`src/rtl/port_rst_sequencer.sv`:
```
// Per-port soft-reset merge and sequencer. Each port request is synchronised, held low for a
// minimum time, released staggered by port index, and optionally drained before reset.
module port_rst_sequencer #(
    parameter int NUM_PORTS       = 1,
    parameter int SYNC_STAGES     = 2,
    parameter int MIN_ASSERT_CYC  = 16,
    parameter int STAGGER_CYC     = 8,
    parameter int QUIESCE_EN      = 1,
    parameter int QUIESCE_TIMEOUT = 64
) (
    input  logic                 clk,
    input  logic                 rst,
    input  logic [NUM_PORTS-1:0] port_rst_n_in,
    input  logic [NUM_PORTS-1:0] quiesce_ack,
    output logic [NUM_PORTS-1:0] quiesce_req,
    output logic [NUM_PORTS-1:0] port_rst_n_out,
    output logic [NUM_PORTS-1:0] port_in_reset,
    output logic [NUM_PORTS-1:0] quiesce_timeout_err
);

    localparam int STAG_MAX = (NUM_PORTS - 1) * STAGGER_CYC;
    localparam int MAX_AB   = (MIN_ASSERT_CYC > STAG_MAX) ? MIN_ASSERT_CYC : STAG_MAX;
    localparam int CNT_MAX  = (MAX_AB > QUIESCE_TIMEOUT) ? MAX_AB : QUIESCE_TIMEOUT;
    localparam int CW       = $clog2(CNT_MAX + 1);

    typedef logic [CW-1:0] cnt_t;
    typedef enum logic [1:0] {ST_ASSERT, ST_STAGGER, ST_RUN, ST_QUIESCE} state_t;

    localparam cnt_t CNT_SAT = '1;
    localparam cnt_t MIN_M1  = cnt_t'(MIN_ASSERT_CYC - 1);
    localparam cnt_t QTO_M1  = cnt_t'(QUIESCE_TIMEOUT - 1);

    logic [SYNC_STAGES-1:0] sync_q  [NUM_PORTS];
    state_t                 state_q [NUM_PORTS];
    state_t                 state_d [NUM_PORTS];
    cnt_t                   cnt_q   [NUM_PORTS];
    cnt_t                   cnt_d   [NUM_PORTS];
    logic [NUM_PORTS-1:0]   req_s;
    logic [NUM_PORTS-1:0]   err_d;

    always_comb begin
        for (int p = 0; p < NUM_PORTS; p++) begin
            req_s[p] = sync_q[p][SYNC_STAGES-1];
        end
    end

    always_comb begin
        for (int p = 0; p < NUM_PORTS; p++) begin
            // NOTE: every variable gets a default before the case so no path infers a latch.
            state_d[p] = state_q[p];
            cnt_d[p]   = (cnt_q[p] == CNT_SAT) ? cnt_q[p] : cnt_q[p] + cnt_t'(1);
            err_d[p]   = quiesce_timeout_err[p];

            case (state_q[p])
                ST_ASSERT: begin
                    if (req_s[p] && (cnt_q[p] >= MIN_M1)) begin
                        state_d[p] = ST_STAGGER;
                        cnt_d[p]   = '0;
                    end
                end
                ST_STAGGER: begin
                    if (!req_s[p]) begin
                        state_d[p] = ST_ASSERT;
                        cnt_d[p]   = '0;
                    end else if (cnt_q[p] >= cnt_t'(p * STAGGER_CYC)) begin
                        state_d[p] = ST_RUN;
                        cnt_d[p]   = '0;
                    end
                end
                ST_RUN: begin
                    if (!req_s[p]) begin
                        state_d[p] = (QUIESCE_EN != 0) ? ST_QUIESCE : ST_ASSERT;
                        cnt_d[p]   = '0;
                    end
                end
                default: begin
                    // Once draining starts the reset is committed; only ack or timeout exit.
                    if (quiesce_ack[p]) begin
                        state_d[p] = ST_ASSERT;
                        cnt_d[p]   = '0;
                    end else if (cnt_q[p] == QTO_M1) begin
                        state_d[p] = ST_ASSERT;
                        cnt_d[p]   = '0;
                        err_d[p]   = 1'b1;
                    end
                end
            endcase
        end
    end

    // Outputs are decoded from the next state so they change on the same edge as the state.
    always_ff @(posedge clk) begin
        for (int p = 0; p < NUM_PORTS; p++) begin
            if (rst) begin
                // NOTE: sequential state uses non-blocking assignments so all flops update together.
                sync_q[p]              <= '0;
                state_q[p]             <= ST_ASSERT;
                cnt_q[p]               <= '0;
                port_rst_n_out[p]      <= 1'b0;
                quiesce_req[p]         <= 1'b0;
                port_in_reset[p]       <= 1'b1;
                quiesce_timeout_err[p] <= 1'b0;
            end else begin
                sync_q[p][0] <= port_rst_n_in[p];
                for (int i = 1; i < SYNC_STAGES; i++) begin
                    sync_q[p][i] <= sync_q[p][i-1];
                end
                state_q[p]             <= state_d[p];
                cnt_q[p]               <= cnt_d[p];
                port_rst_n_out[p]      <= (state_d[p] == ST_RUN) || (state_d[p] == ST_QUIESCE);
                quiesce_req[p]         <= (state_d[p] == ST_QUIESCE);
                port_in_reset[p]       <= (state_d[p] != ST_RUN);
                quiesce_timeout_err[p] <= err_d[p];
            end
        end
    end

endmodule
```
`config.mk`:
```
export PLATFORM = sky130hd
export DESIGN_NAME = port_rst_sequencer
export DESIGN_NICKNAME = d
export VERILOG_FILES = /design/src/rtl/port_rst_sequencer.sv
export SDC_FILE = /design/constraint.sdc
export NUM_CORES = 1
export LEC_CHECK = 0
export ABC_AREA = 1
export CAP_MARGIN = 15
export CORE_ASPECT_RATIO = 1.1
export CORE_UTILIZATION = 35
export CTS_BUF_LIST = sky130_fd_sc_hd__clkbuf_4 sky130_fd_sc_hd__clkbuf_8
export CTS_CLUSTER_DIAMETER = 150
export DETAILED_ROUTE_END_ITERATION = 12
export REMOVE_ABC_BUFFERS = 1
export SLEW_MARGIN = 0
export SYNTH_ARGS = -nofsm -noshare
export SYNTH_HDL_FRONTEND = slang
export SYNTH_SLANG_ARGS = --single-unit
```
`constraint.sdc`:
```
create_clock -name clk -period 3.6 [get_ports clk]
set_input_delay 0.36 -clock clk [delete_from_list [all_inputs] [get_ports clk]]
set_output_delay 0.36 -clock clk [all_outputs]
set_load 0.05 [all_outputs]
```
# After elaboration in Yosys (flattened, before gate mapping)
# Memory sizes are Yosys's and may differ from the RTL's.
# Index checks and enable logic that the tools add are counted.
totals:
  ram_bits: 11
  wordCells: 51
  ff_bits: 4
  mem_count: 3
classes:
  n_reduce_logical: 8
  eq_ne: 7
  add_sub_neg: 1
  magnitude_cmp: 2
  n_bitwise: 2
  mux: 24
mem_list:
  columns: ["memory", "depth", "width", "rd", "rd_ports_with_merged_regs", "wr", "line", "rtl"]
  rows:
  - ["cnt_q", 1, 7, 1, 0, 1, "36", "cnt_t cnt_q [NUM_PORTS];"]
  - ["state_q", 1, 2, 1, 0, 1, "34", "state_t state_q [NUM_PORTS];"]
  - ["sync_q", 1, 2, 1, 0, 2, "33", "logic [SYNC_STAGES-1:0] sync_q [NUM_PORTS];"]
ops:
  columns: ["operator", "n"]
  rows:
  - ["2-to-1 mux 7 bit", 8]
  - ["one-hot mux 7 bit (3 select lines)", 1]
  - ["2-to-1 mux 2 bit", 9]
  - ["adder 7 x 1 -> 7 bit, second input constant", 1]
  - ["== test 7 x 6 -> 1 bit, second input constant", 1]
  - ["== test 7 bit, second input constant", 1]
  - ["greater-or-equal comparator 7 x 1 -> 1 bit, second input constant", 1]
  - ["greater-or-equal comparator 7 x 4 -> 1 bit, second input constant", 1]
  - ["OR reduction 7 bit", 1]
  - ["== test 2 bit, second input constant", 3]
  - ["one-hot mux 2 bit (3 select lines)", 1]
  - ["2-to-1 mux 1 bit", 5]
  - ["OR reduction 2 bit", 2]
  - ["AND reduction 3 bit", 1]
  - ["OR reduction 3 bit", 1]
  - ["== test 2 x 1 -> 1 bit, second input constant", 1]
  - ["logical NOT 2 bit", 1]
  - ["inequality test 2 bit, second input constant", 1]
  - ["inverter 1 bit", 2]
  - ["logical AND 1 bit", 1]
  - ["logical OR 1 bit", 1]

# Longest topological paths before layout
# Gate-level depths: netlist of the first run.
logic_depth:
  depth_word: 6
  mapped_depth: 10
  ltp_nobuf: 10

# Worst setup path before layout of the first run
# No wires, ideal clock.
synth_path:
  path_kind: "reg2reg"
  start: "mem state_q[0][1] (netlist name)"
  end: "reg port_in_reset"
  t_arrival_ns: 1.322
  slack_ns: 2.152
  stages_incl_launch_ff: 6
  t_required_ns: 3.475
  n_path_buf: 0
  synth_period_minus_slack_ns: 1.448
  path_cell_list: "dfxtp_1 nand2_1 nor2_2 nand2_4 a21oi_1 nand3_1"
synth_between:
  elab_chain_cells: 5
synth_rtl:
  columns: ["element", "line", "rtl"]
  rows:
  - ["start, declared", "34", null]
  - ["memory read (1 x 2 bit) *", null, null]
  - ["2-to-1 mux 2 bit (on tied branches)", "81, 65", null]
  - ["2-to-1 mux 2 bit (on tied branches)", "78, 62", null]
  - ["one-hot mux 2 bit (3 select lines) *", "54", "case (state_q[p])"]
  - ["inequality test 2 bit *", "112", "port_in_reset[p] <= (state_d[p] != ST_RUN);"]
  - ["end signal, assigned by index", "112", null]
  - ["end, declared", "17", "output logic [NUM_PORTS-1:0] port_in_reset,"]
# Every way passes the cells marked *; elsewhere a longest branch is shown, timed or not.
# A chain may end at the register's enable or synchronous reset.

==> results of run 1 <==
[synth_stat cells]
library cell,n
xnor2_1,1
clkinv_1,2
nor3_1,1
dfxtp_1,14
a21oi_1,4
nor2_2,1
nand2_4,2
o21a_1,1
nor2_1,14
xor2_1,1
nor2_8,1
nand2_1,22
nand3_4,2
ha_1,1
nand3_1,6
inv_1,13
o21ai_1,2
nand2_2,5
clkinv_2,1
o21a_4,1
a21oi_2,1
buf_4,1
inv_2,3
[cells by family (layout without fill, tap and decap cells)]
| group | count (synthesis) | count (layout) |
|---|---|---|
| simple gates | 54 | 54 |
| buf+inv | 20 | 30 |
| xor+xnor | 2 | 2 |
| compound gates | 9 | 9 |
| fa+ha+maj | 1 | 1 |
| flops | 14 | 14 |
[how the worst max path moves through the flow]
stage                                   from                       end
floorplan           state_q[0][1]$_SDFF_PP0_  port_in_reset$_SDFF_PP1_
detailed placement                       rst    cnt_q[0][5]$_SDFF_PP0_
CTS                 state_q[0][1]$_SDFF_PP0_            port_rst_n_out
global placement                         rst    cnt_q[0][5]$_SDFF_PP0_
finish              state_q[0][1]$_SDFF_PP0_            port_rst_n_out
global route        state_q[0][1]$_SDFF_PP0_            port_rst_n_out
[power breakdown]
| group | internal, W | leakage [nW] | switching, W |
|---|---|---|---|
| Sequential | 0.000159 | 0.114 | 0.00000427 |
| Combinational | 0.00000957 | 0.299 | 0.0000101 |
| Clock | 0.0000615 | 0.0210 | 0.0000523 |
[sequential cells by signal, indices dropped and copies added (netlist names)]
name	flops
state_q	2
quiesce_req	1
port_in_reset	1
cnt_q	7
quiesce_timeout_err	1
sync_q	2
[final cells by class]
| class | instances | share of cell area [%] |
|---|---|---|
| clock buffers | 4 | 4.17 |
| inverters | 19 | 8.33 |
| multi-input cells | 66 | 43.2 |
| flip-flops and latches | 14 | 32.2 |
| well taps | 28 | 4.02 |
| repair buffers | 7 | 8.05 |
[metrics by stage]
stage / total power (W) / cells / util (%)
2_1_floorplan: 0.000179 / 99 / -
3_3_place_gp: 0.000186 / 134 / 41.7
3_5_place_dp: 0.000187 / 134 / 41.7
4_1_cts: 0.000302 / 138 / 43.6
5_1_grt: 0.000312 / 138 / 43.6
6_report: 0.000296 / 138 / 43.6
[layer usage]
metal / vias up / global-route usage (%)
met2: 3 / 17.1
met4: 0 / 8.82
met1: 255 / 16.5
met5: - / 0
li1: 321 / -
met3: 2 / 4.40
==> key figures, run 1 <==
Global routing
  • Largest net degree at the start of global routing: 12
  • Vias in the first global route: 471
  • Initial antenna violation count: 0
  • First-pass GRT wire length: 2.01 mm
  • Total gr overflow: 0
  • Tot GR Track Use: 12.7%

Logic synthesis
  • Complex-gate fraction of the synthesized area: 8.32%
  • Sequential-to-total area share from yosys stat: 38.0%
  • Mux contribution to synthesized area: 0%
  • Yosys warns: 0
  • Xor-xnor portion of the synthesized cell area: 2.38%
  • Synth Instances: 100
  • Synthesized area: 737 sq um
  • Largest family of logic cells by synthesized area: simple AND/OR/NAND/NOR gates
  • Yosys reg bits: 14
  • Ranking of synthesized cells by area: dfxtp_1, nand2_1, nor2_1
  • Top cell type's share of synthesized area: 38.0%
  • Post-Synth Adder-Cell Area: 1.70%
  • Simple-gate area share of the yosys netlist: 38.7%
  • Most area-hungry cell type in the Yosys netlist: dfxtp_1
  • Avg Inst Size Synth: 7.37 sq um
  • Cell variety after synth: 23

Routing
  • Top Layer Used: met4
  • Number of routed nets with antenna violations: 0
  • Wire per inst: 8.78 um
  • Drt total wl: 1.21 mm
  • Met3 wire len: 22 um
  • Post-route DRC: 0
  • Drt via density: 4.21
  • Router iterations before antenna repair: 3
  • Drt initial violations: 3
  • WL met1: 597 um
  • Met2 WL: 577 um
  • Vias: 581

Clock network
  • Clk Latency, worst-skew pair: 0.28 ns
  • Setup Fix Bufs, Post-CTS: 0
  • Clock Path Buffers: 2
  • TritonCTS clock tree: built
  • Cts hold-fix bufs: 0
  • Worst-path clk slew: 0.09 ns
  • Root buffer cell: clkbuf_4
  • CTS buffer count: 3
  • # clock sinks: 14
  • Post-CTS sizing: 0
  • Max H-tree Level: 1

Floorplan
  • Starting Density: 36.9%
  • Rows: 17
  • Die area: 2290 sq um
  • Die Width: 45.8 um
  • I/O pins: 8
  • Area of the core: 2000 sq um
  • Height of the die: 50.1 um

Worst setup path
  • WP data arrival: 1.52 ns
  • Crit-path max FO: 6
  • Worst Path Buf+Inv: 1
  • Crit path cell chain: clkdlybuf4s50_1
  • Worst EP required: 3.24 ns
  • Critical path type: flop to primary output
  • CP max-delay cell: clkdlybuf4s50_1
  • Reg2reg start: cnt_q[0][0]$_SDFF_PP0_
  • R2R Setup Slk: 2.18 ns
  • CP max stage delay: 0.83 ns
  • R2r worst-path depth: 8
  • WP depth: 1
  • Crit path launch type: flop
  • Largest delay share family, worst path: buffers and inverters
  • Crit. End Element: primary output
  • Worst R2R End: cnt_q[0][4]$_SDFF_PP0_

Placed design
  • Placed Area: 835 sq um
  • DPL Wire Length: 926 um
  • Global placement routability congestion: 0.714
  • Pre-CTS setup slack: 1.94 ns
  • Input/output buffers: 7

Hold path
  • WHS Endpoint: sync_q[0][1]$_SDFF_PP0_
  • Worst hold path startpoint: sync_q[0][0]$_SDFF_PP0_
  • Hold depth: 2
  • HP Class: flop to flop

Flow run
  • Number of max-cap violations: 0

Timing
  • Setup TNS: 0 ns
  • Worst Hold Slack: 0.401 ns
  • RSZ-0062 raised after global routing: false
  • Clock Skews: 0.00430 ns
  • Final Hold Viols: 0
  • Worst setup margin: 1.72 ns
  • Post-route clock period utilization: 52.1%
  • Final Max Tran Viols: 0
  • Final Critical Period: 1.88 ns
  • Relative slew slack: 67.1%
  • Worst Tran Pin Value: 0.492 ns
  • Max frequency: 533 MHz
  • Setup-failing EPs final: 0

Layout
  • Post-route cell area: 871 sq um
  • Antenna diode count: 0
  • Nets: 116
  • Commonest non-fill, non-tap cell in the layout: nand2_1
  • Multi-input gate area: 377 sq um
  • Reg area: 280 sq um
  • Fraction of layout cells with a size suffix above 1: 19.1%
  • Fillers: 224
  • Most frequent cells in the layout: nand2_1, nor2_1, dfxtp_1
  • Synthesis-to-finish area growth: 18.2%

Power and ir drop
  • LEAKAGE: 0.434 nW
  • Max VDD drop: 242 uV
  • Power Density: 340 nW/um^2

Outcome
  • Status: finished, final reports clean
Power figures use the tool's default switching activity.
==> run 2, diff against run 1 <==
clock period = 1.6 ns   (was 3.6 ns; I/O delays follow)
==> run 2 against run 1 <==
  * Sequential cell count unchanged
  * Worst setup slack worse by 1.7 ns
  * Clock power is 120% higher
  * Cell count rose by 0.72%
  * Clock skew is 0.0011 ns lower
  * Wire length rose by 0.25%
  * Hold slack lost 0.0036 ns
==> key figures, run 2 (same netlist as run 1, synthesis figures left out) <==
Routing
  • Drt initial violations: 9 (+6)
  • Router iterations before antenna repair: 4 (+1)
  • Vias: 599 (+3.1%)
  • Number of routed nets with antenna violations: 0 (unchanged)
  • Post-route DRC: 0 (unchanged)
  • Drt total wl: 1.22 mm (+0.25%)
  • Drt via density: 4.31 (+2.4%)
  • Wire per inst: 8.74 um (-0.47%)

Power and ir drop
  • Reg power frac: 55.2% (+0.2 points)
  • Max VDD drop: 376 uV (+55%)
  • Combinational fraction of design power: 7.1% (+0.5 points)
  • Int Power: 0.000519 W (+130%)
  • LEAKAGE: 0.443 nW (+2.1%)
  • Sw Pwr: 0.000146 W (+120%)
  • Switching Fraction: 22.0% (-0.46 points)
  • Power Density: 762 nW/um^2 (+120%)
  • Clock power share: 37.7% (-0.7 points)

Clock network
  • Root buffer cell: clkbuf_4
  • Clock Path Buffers: 2 (unchanged)
  • Clk Latency, worst-skew pair: 0.27 ns (about the same)
  • Setup Fix Bufs, Post-CTS: 0 (unchanged)
  • Cts hold-fix bufs: 0 (unchanged)
  • # clock sinks: 14 (unchanged)
  • Worst-path clk slew: 0.08 ns (about the same)
  • Post-CTS sizing: 0 (unchanged)
  • CTS buffer count: 3 (unchanged)
  • TritonCTS clock tree: built
  • Max H-tree Level: 1 (unchanged)

Layout
  • Multi-input gate area: 377 sq um (unchanged)
  • Commonest non-fill, non-tap cell in the layout: nand2_1
  • Most frequent cells in the layout: nand2_1, nor2_1, dfxtp_1
  • Reg area: 280 sq um (unchanged)
  • Non-Filler Instances: 139 (+0.72%)
  • Most flops, register: cnt_q
  • Fraction of layout cells with a size suffix above 1: 21.6% (+2.5 points)
  • Largest regs: cnt_q (7), state_q (2), sync_q (2)
  • Post-route cell area: 873 sq um (+0.29%)
  • Synthesis-to-finish area growth: 18.5%
  • Fillers: 214 (-4.5%)
  • Fin util: 43.7% (+0.13 points)
  • Antenna diode count: 0 (unchanged)
  • Nets: 117 (+0.86%)
  • Largest register FFs: 7 (unchanged)

Global routing
  • Tot GR Track Use: 13.6% (+0.85 points)
  • Vias in the first global route: 571 (+21%)
  • Total gr overflow: 0 (unchanged)
  • Initial antenna violation count: 0 (unchanged)
  • Largest net degree at the start of global routing: 9 (-3)
  • First-pass GRT wire length: 2.24 mm (+11%)

Timing
  • RSZ-0062 raised after global routing: false
  • Worst Tran Pin Value: 0.496 ns (+0.00479 ns)
  • Final Max Tran Viols: 0 (unchanged)
  • Setup TNS: 0 ns (unchanged)
  • Max frequency: 650 MHz
  • Final Critical Period: 1.54 ns
  • Final Hold Viols: 0 (unchanged)
  • Clock Skews: 0.00319 ns (-0.00111 ns)
  • Post-route clock period utilization: 96.2%
  • Relative slew slack: 66.8% (-0.32 points)
  • Worst setup margin: 0.0614 ns (-1.66 ns)
  • Setup-failing EPs final: 0 (unchanged)

Floorplan
  • Die area: 2290 sq um (unchanged)
  • Rows: 17 (unchanged)
  • Starting Density: 36.9% (unchanged)
  • Height of the die: 50.1 um (unchanged)
  • I/O pins: 8 (unchanged)
  • Die Width: 45.8 um (unchanged)
  • Area of the core: 2000 sq um (unchanged)

Worst setup path
  • WP data arrival: 1.38 ns (-0.14 ns)
  • CP max-delay cell: clkdlybuf4s50_1
  • CP max stage delay: 0.79 ns (-0.04 ns)
  • Worst EP required: 1.44 ns (-1.80 ns)
  • Crit-path max FO: 1 (-5)
  • Crit path cell chain: clkdlybuf4s50_1
  • Worst Path Buf+Inv: 1 (unchanged)
  • Crit. End Element: primary output
  • Critical path type: flop to primary output
  • Crit path launch type: flop
  • Largest delay share family, worst path: buffers and inverters
  • R2R Setup Slk: 0.21 ns (-1.97 ns)

Placed design
  • Input/output buffers: 7 (unchanged)
  • Pre-CTS setup slack: 0.208 ns (-1.74 ns)
  • DPL Wire Length: 921 um (-0.52%)
  • Global placement routability congestion: 0.755 (+5.7%)
  • Placed Area: 837 sq um (+0.30%)
  • Cell count after placement: 135 (+0.75%)

Outcome
  • Status: finished, final reports clean

Flow run
  • Number of max-cap violations: 0 (unchanged)

Hold path
  • HP Class: primary input to flop
## run 2: cell count changes in the layout (fill, tap and decap cells not counted), sizes merged
cell           delta
clkdlybuf4s50     -2
buf               +3
## run 2: final timing paths
kind / start / endpoint / cells past startpoint
setup / recovery: port_in_reset$_SDFF_PP1_ / port_in_reset / 1
hold / removal: port_rst_n_in / sync_q[0][0]$_SDFF_PP0_ / 3
setup reg to reg: cnt_q[0][0]$_SDFF_PP0_ / cnt_q[0][3]$_SDFF_PP0_ / 8
hold reg to reg: sync_q[0][0]$_SDFF_PP0_ / sync_q[0][1]$_SDFF_PP0_ / 2
## run 2: final cells by class
cell class                      count  share of cell area, %
Clock buffer                        4                   4.15
Inverter                           19                   8.31
Multi-Input combinational cell     66                   43.1
Sequential cell                    14                   32.1
Tap cell                           28                   4.01
Timing Repair Buffer                8                   8.31
## run 2: stage by stage
step | hold WS [ns] | total power (W)
3_5_place_dp | 0.397 | 0.000422
2_1_floorplan | 0.229 | 0.000403
6_report | 0.398 | 0.000665
3_3_place_gp | 0.392 | 0.000422
5_1_grt | 0.422 | 0.000697
4_1_cts | 0.393 | 0.000680
## run 2: worst register-to-register path: stages (launching register included)
cell     delay, ns
dfxtp_1       0.40
ha_1          0.25
nand3_4       0.13
nor2_8        0.13
nand2_2       0.08
nand2_4       0.09
nand3_4       0.11
nand2_1       0.08
inv_1         0.03
## run 2: metal layers
layer  GRT usage, %  vias up  share of wire, %
met2           21.0        3                48
met1           16.2      271                49
met3           3.30        2               2.1
met4           8.82        0              0.74
li1               -      323                 -
met5              0        -                 0
## run 2: power groups by stage
| stage | logic [W] | clock network [W] | registers [W] |
|---|---|---|---|
| 2_1_floorplan | 0.0000297 | 0 | 0.000373 |
| 3_3_place_gp | 0.0000466 | 0 | 0.000375 |
| 3_5_place_dp | 0.0000469 | 0 | 0.000375 |
| 4_1_cts | 0.0000480 | 0.000265 | 0.000367 |
| 5_1_grt | 0.0000532 | 0.000275 | 0.000369 |
| 6_report | 0.0000471 | 0.000251 | 0.000367 |
==> run 3, diff against run 2 <==
clock period = 1.75 ns   (was 1.6 ns; I/O delays follow)
==> run 3 against run 2 <==
  * Total power is 16% lower
  * Utilization shrank 0.31 points
  * Clock skew down 0.0020 ns
  * Sequential cell count did not move
  * Worst setup slack better by 0.091 ns
  * Critical path depth is the same
  * Combinational power is 8.3% lower
  * Die area did not move
  * Sequential share of layout area rose by 0.23 points
==> key figures, run 3 (same netlist as run 1, synthesis figures left out) <==
Outcome
  • Status: finished, final reports clean

Timing
  • Final Critical Period: 1.60 ns
  • Final Hold Viols: 0 (unchanged)
  • Post-route clock period utilization: 91.3%
  • Max frequency: 626 MHz
  • RSZ-0062 raised after global routing: false
  • Setup-failing EPs final: 0 (unchanged)
  • Clock Skews: 0.00120 ns (-0.00199 ns)
  • Setup TNS: 0 ns (unchanged)
  • Worst Tran Pin Value: 0.501 ns (+0.00474 ns)
  • Relative slew slack: 66.5% (-0.27 points)
  • Final Max Tran Viols: 0 (unchanged)
  • Worst Hold Slack: 0.402 ns (+0.00447 ns)

Routing
  • Router iterations before antenna repair: 4 (unchanged)
  • Wire per inst: 8.74 um (about the same)
  • Vias: 577 (-3.7%)
  • Drt total wl: 1.21 mm (-0.74%)
  • Drt via density: 4.18 (-3.0%)
  • Drt initial violations: 4 (-5)
  • Post-route DRC: 0 (unchanged)
  • Number of routed nets with antenna violations: 0 (unchanged)

Floorplan
  • I/O pins: 8 (unchanged)
  • Starting Density: 36.9% (unchanged)
  • Height of the die: 50.1 um (unchanged)
  • Area of the core: 2000 sq um (unchanged)
  • Die Width: 45.8 um (unchanged)
  • Rows: 17 (unchanged)
  • Die area: 2290 sq um (unchanged)

Worst setup path
  • Crit-path max FO: 2 (+1)
  • Critical path type: flop to primary output
  • Worst Path Buf+Inv: 1 (unchanged)
  • CP max-delay cell: clkdlybuf4s50_1
  • Largest delay share family, worst path: buffers and inverters
  • Worst EP required: 1.57 ns (+0.13 ns)
  • WP data arrival: 1.42 ns (+0.04 ns)
  • Crit path launch type: flop
  • Crit. End Element: primary output
  • Crit path cell chain: clkdlybuf4s50_1
  • CP max stage delay: 0.80 ns (about the same)

Placed design
  • Input/output buffers: 7 (unchanged)
  • DPL Wire Length: 908 um (-1.4%)
  • Global placement routability congestion: 0.760 (+0.66%)

Power and ir drop
  • Power Density: 647 nW/um^2 (-15%)
  • Combinational fraction of design power: 7.7% (+0.6 points)
  • Max VDD drop: 452 uV (+20%)
  • Reg power frac: 59.8% (+4.6 points)
  • Sw Pwr: 0.000133 W (-9.0%)
  • Int Power: 0.000428 W (-18%)
  • Clock power share: 32.5% (-5.2 points)
  • Power, Total: 0.000561 W (-16%)
  • Switching Fraction: 23.8% (+1.7 points)
  • LEAKAGE: 0.451 nW (+1.7%)

Clock network
  • Cts hold-fix bufs: 0 (unchanged)
  • Max H-tree Level: 1 (unchanged)
  • Worst-path clk slew: 0.08 ns (about the same)
  • Clk Latency, worst-skew pair: 0.28 ns (about the same)
  • Post-CTS sizing: 0 (unchanged)
  • # clock sinks: 14 (unchanged)
  • Clock Path Buffers: 2 (unchanged)
  • TritonCTS clock tree: built
  • Setup Fix Bufs, Post-CTS: 0 (unchanged)
  • Root buffer cell: clkbuf_4
  • CTS buffer count: 3 (unchanged)

Global routing
  • Total gr overflow: 0 (unchanged)
  • Tot GR Track Use: 12.8% (-0.83 points)
  • Largest net degree at the start of global routing: 8 (-1)
  • Grt met3 use: 6.59% (+3.3 points)
  • Met2 Use GR: 18.3% (-2.6 points)
  • Busiest metal layer after global routing: met2
  • Vias in the first global route: 506 (-11%)
  • First-pass GRT wire length: 2.05 mm (-8.3%)
  • Initial antenna violation count: 0 (unchanged)
  • Routing usage on met1: 15.4% (-0.75 points)

Layout
  • Largest register FFs: 7 (unchanged)
  • Synthesis-to-finish area growth: 17.7%
  • Antenna diode count: 0 (unchanged)
  • Most flops, register: cnt_q
  • Fillers: 206 (-3.7%)
  • Fraction of layout cells with a size suffix above 1: 19.1% (-2.5 points)
  • Most frequent cells in the layout: nand2_1, nor2_1, dfxtp_1
  • Largest regs: cnt_q (7), state_q (2), sync_q (2)
  • Multi-input gate area: 377 sq um (unchanged)
  • Nets: 117 (unchanged)
  • Commonest non-fill, non-tap cell in the layout: nand2_1
  • Reg area: 280 sq um (unchanged)

Flow run
  • Number of max-cap violations: 0 (unchanged)

Hold path
  • HP Class: primary input to flop
-- run 3: power groups by stage --
stage | registers, W | logic [W] | clock network [W]
after floorplan | 0.000341 | 0.0000271 | 0
after global placement | 0.000343 | 0.0000420 | 0
after detailed placement | 0.000343 | 0.0000430 | 0
after CTS | 0.000336 | 0.0000440 | 0.000196
after global routing | 0.000337 | 0.0000503 | 0.000212
final | 0.000336 | 0.0000432 | 0.000182
-- run 3: metal layers --
metal | share of wire [%] | up-vias
li1 | - | 324
met1 | 49 | 244
met2 | 45 | 6
met3 | 4.5 | 3
met4 | 1.4 | 0
met5 | 0 | -
-- run 3: per-stage QoR --
step | cells | area (sq um) | utilization, % | setup WS, ns
floorplan | 99 | 729 | - | 0.302
global placement | 135 | 842 | 42.1 | 0.364
detailed placement | 135 | 842 | 42.1 | 0.362
CTS | 138 | 865 | 43.2 | 0.0368
global route | 138 | 867 | 43.4 | 0.105
finish | 138 | 867 | 43.4 | 0.152
-- run 3: area by class of cell --
type	count	share of cell area, %
repair buffers	8	9.24
well taps	28	4.04
inverters	19	8.37
multi-input cells	66	43.4
clock buffers	3	2.60
flip-flops and latches	14	32.3
-- run 3: worst paths after layout --
| check | startpoint | depth (start not counted) | to | slack (ns) |
|---|---|---|---|---|
| worst max-delay path | quiesce_timeout_err$_SDFFE_PP0P_ | 1 | quiesce_timeout_err | 0.15 |
| worst min-delay path | port_rst_n_in | 3 | sync_q[0][0]$_SDFF_PP0_ | 0.40 |
| worst max register to register | cnt_q[0][0]$_SDFF_PP0_ | 8 | cnt_q[0][2]$_SDFF_PP0_ | 0.38 |
| worst min register to register | sync_q[0][0]$_SDFF_PP0_ | 2 | sync_q[0][1]$_SDFF_PP0_ | 0.40 |
-- run 3: worst min-delay path, stage by stage --
cell             delay (ns)
clkdlybuf4s50_1        0.40
inv_1                  0.05
nor2_1                 0.03
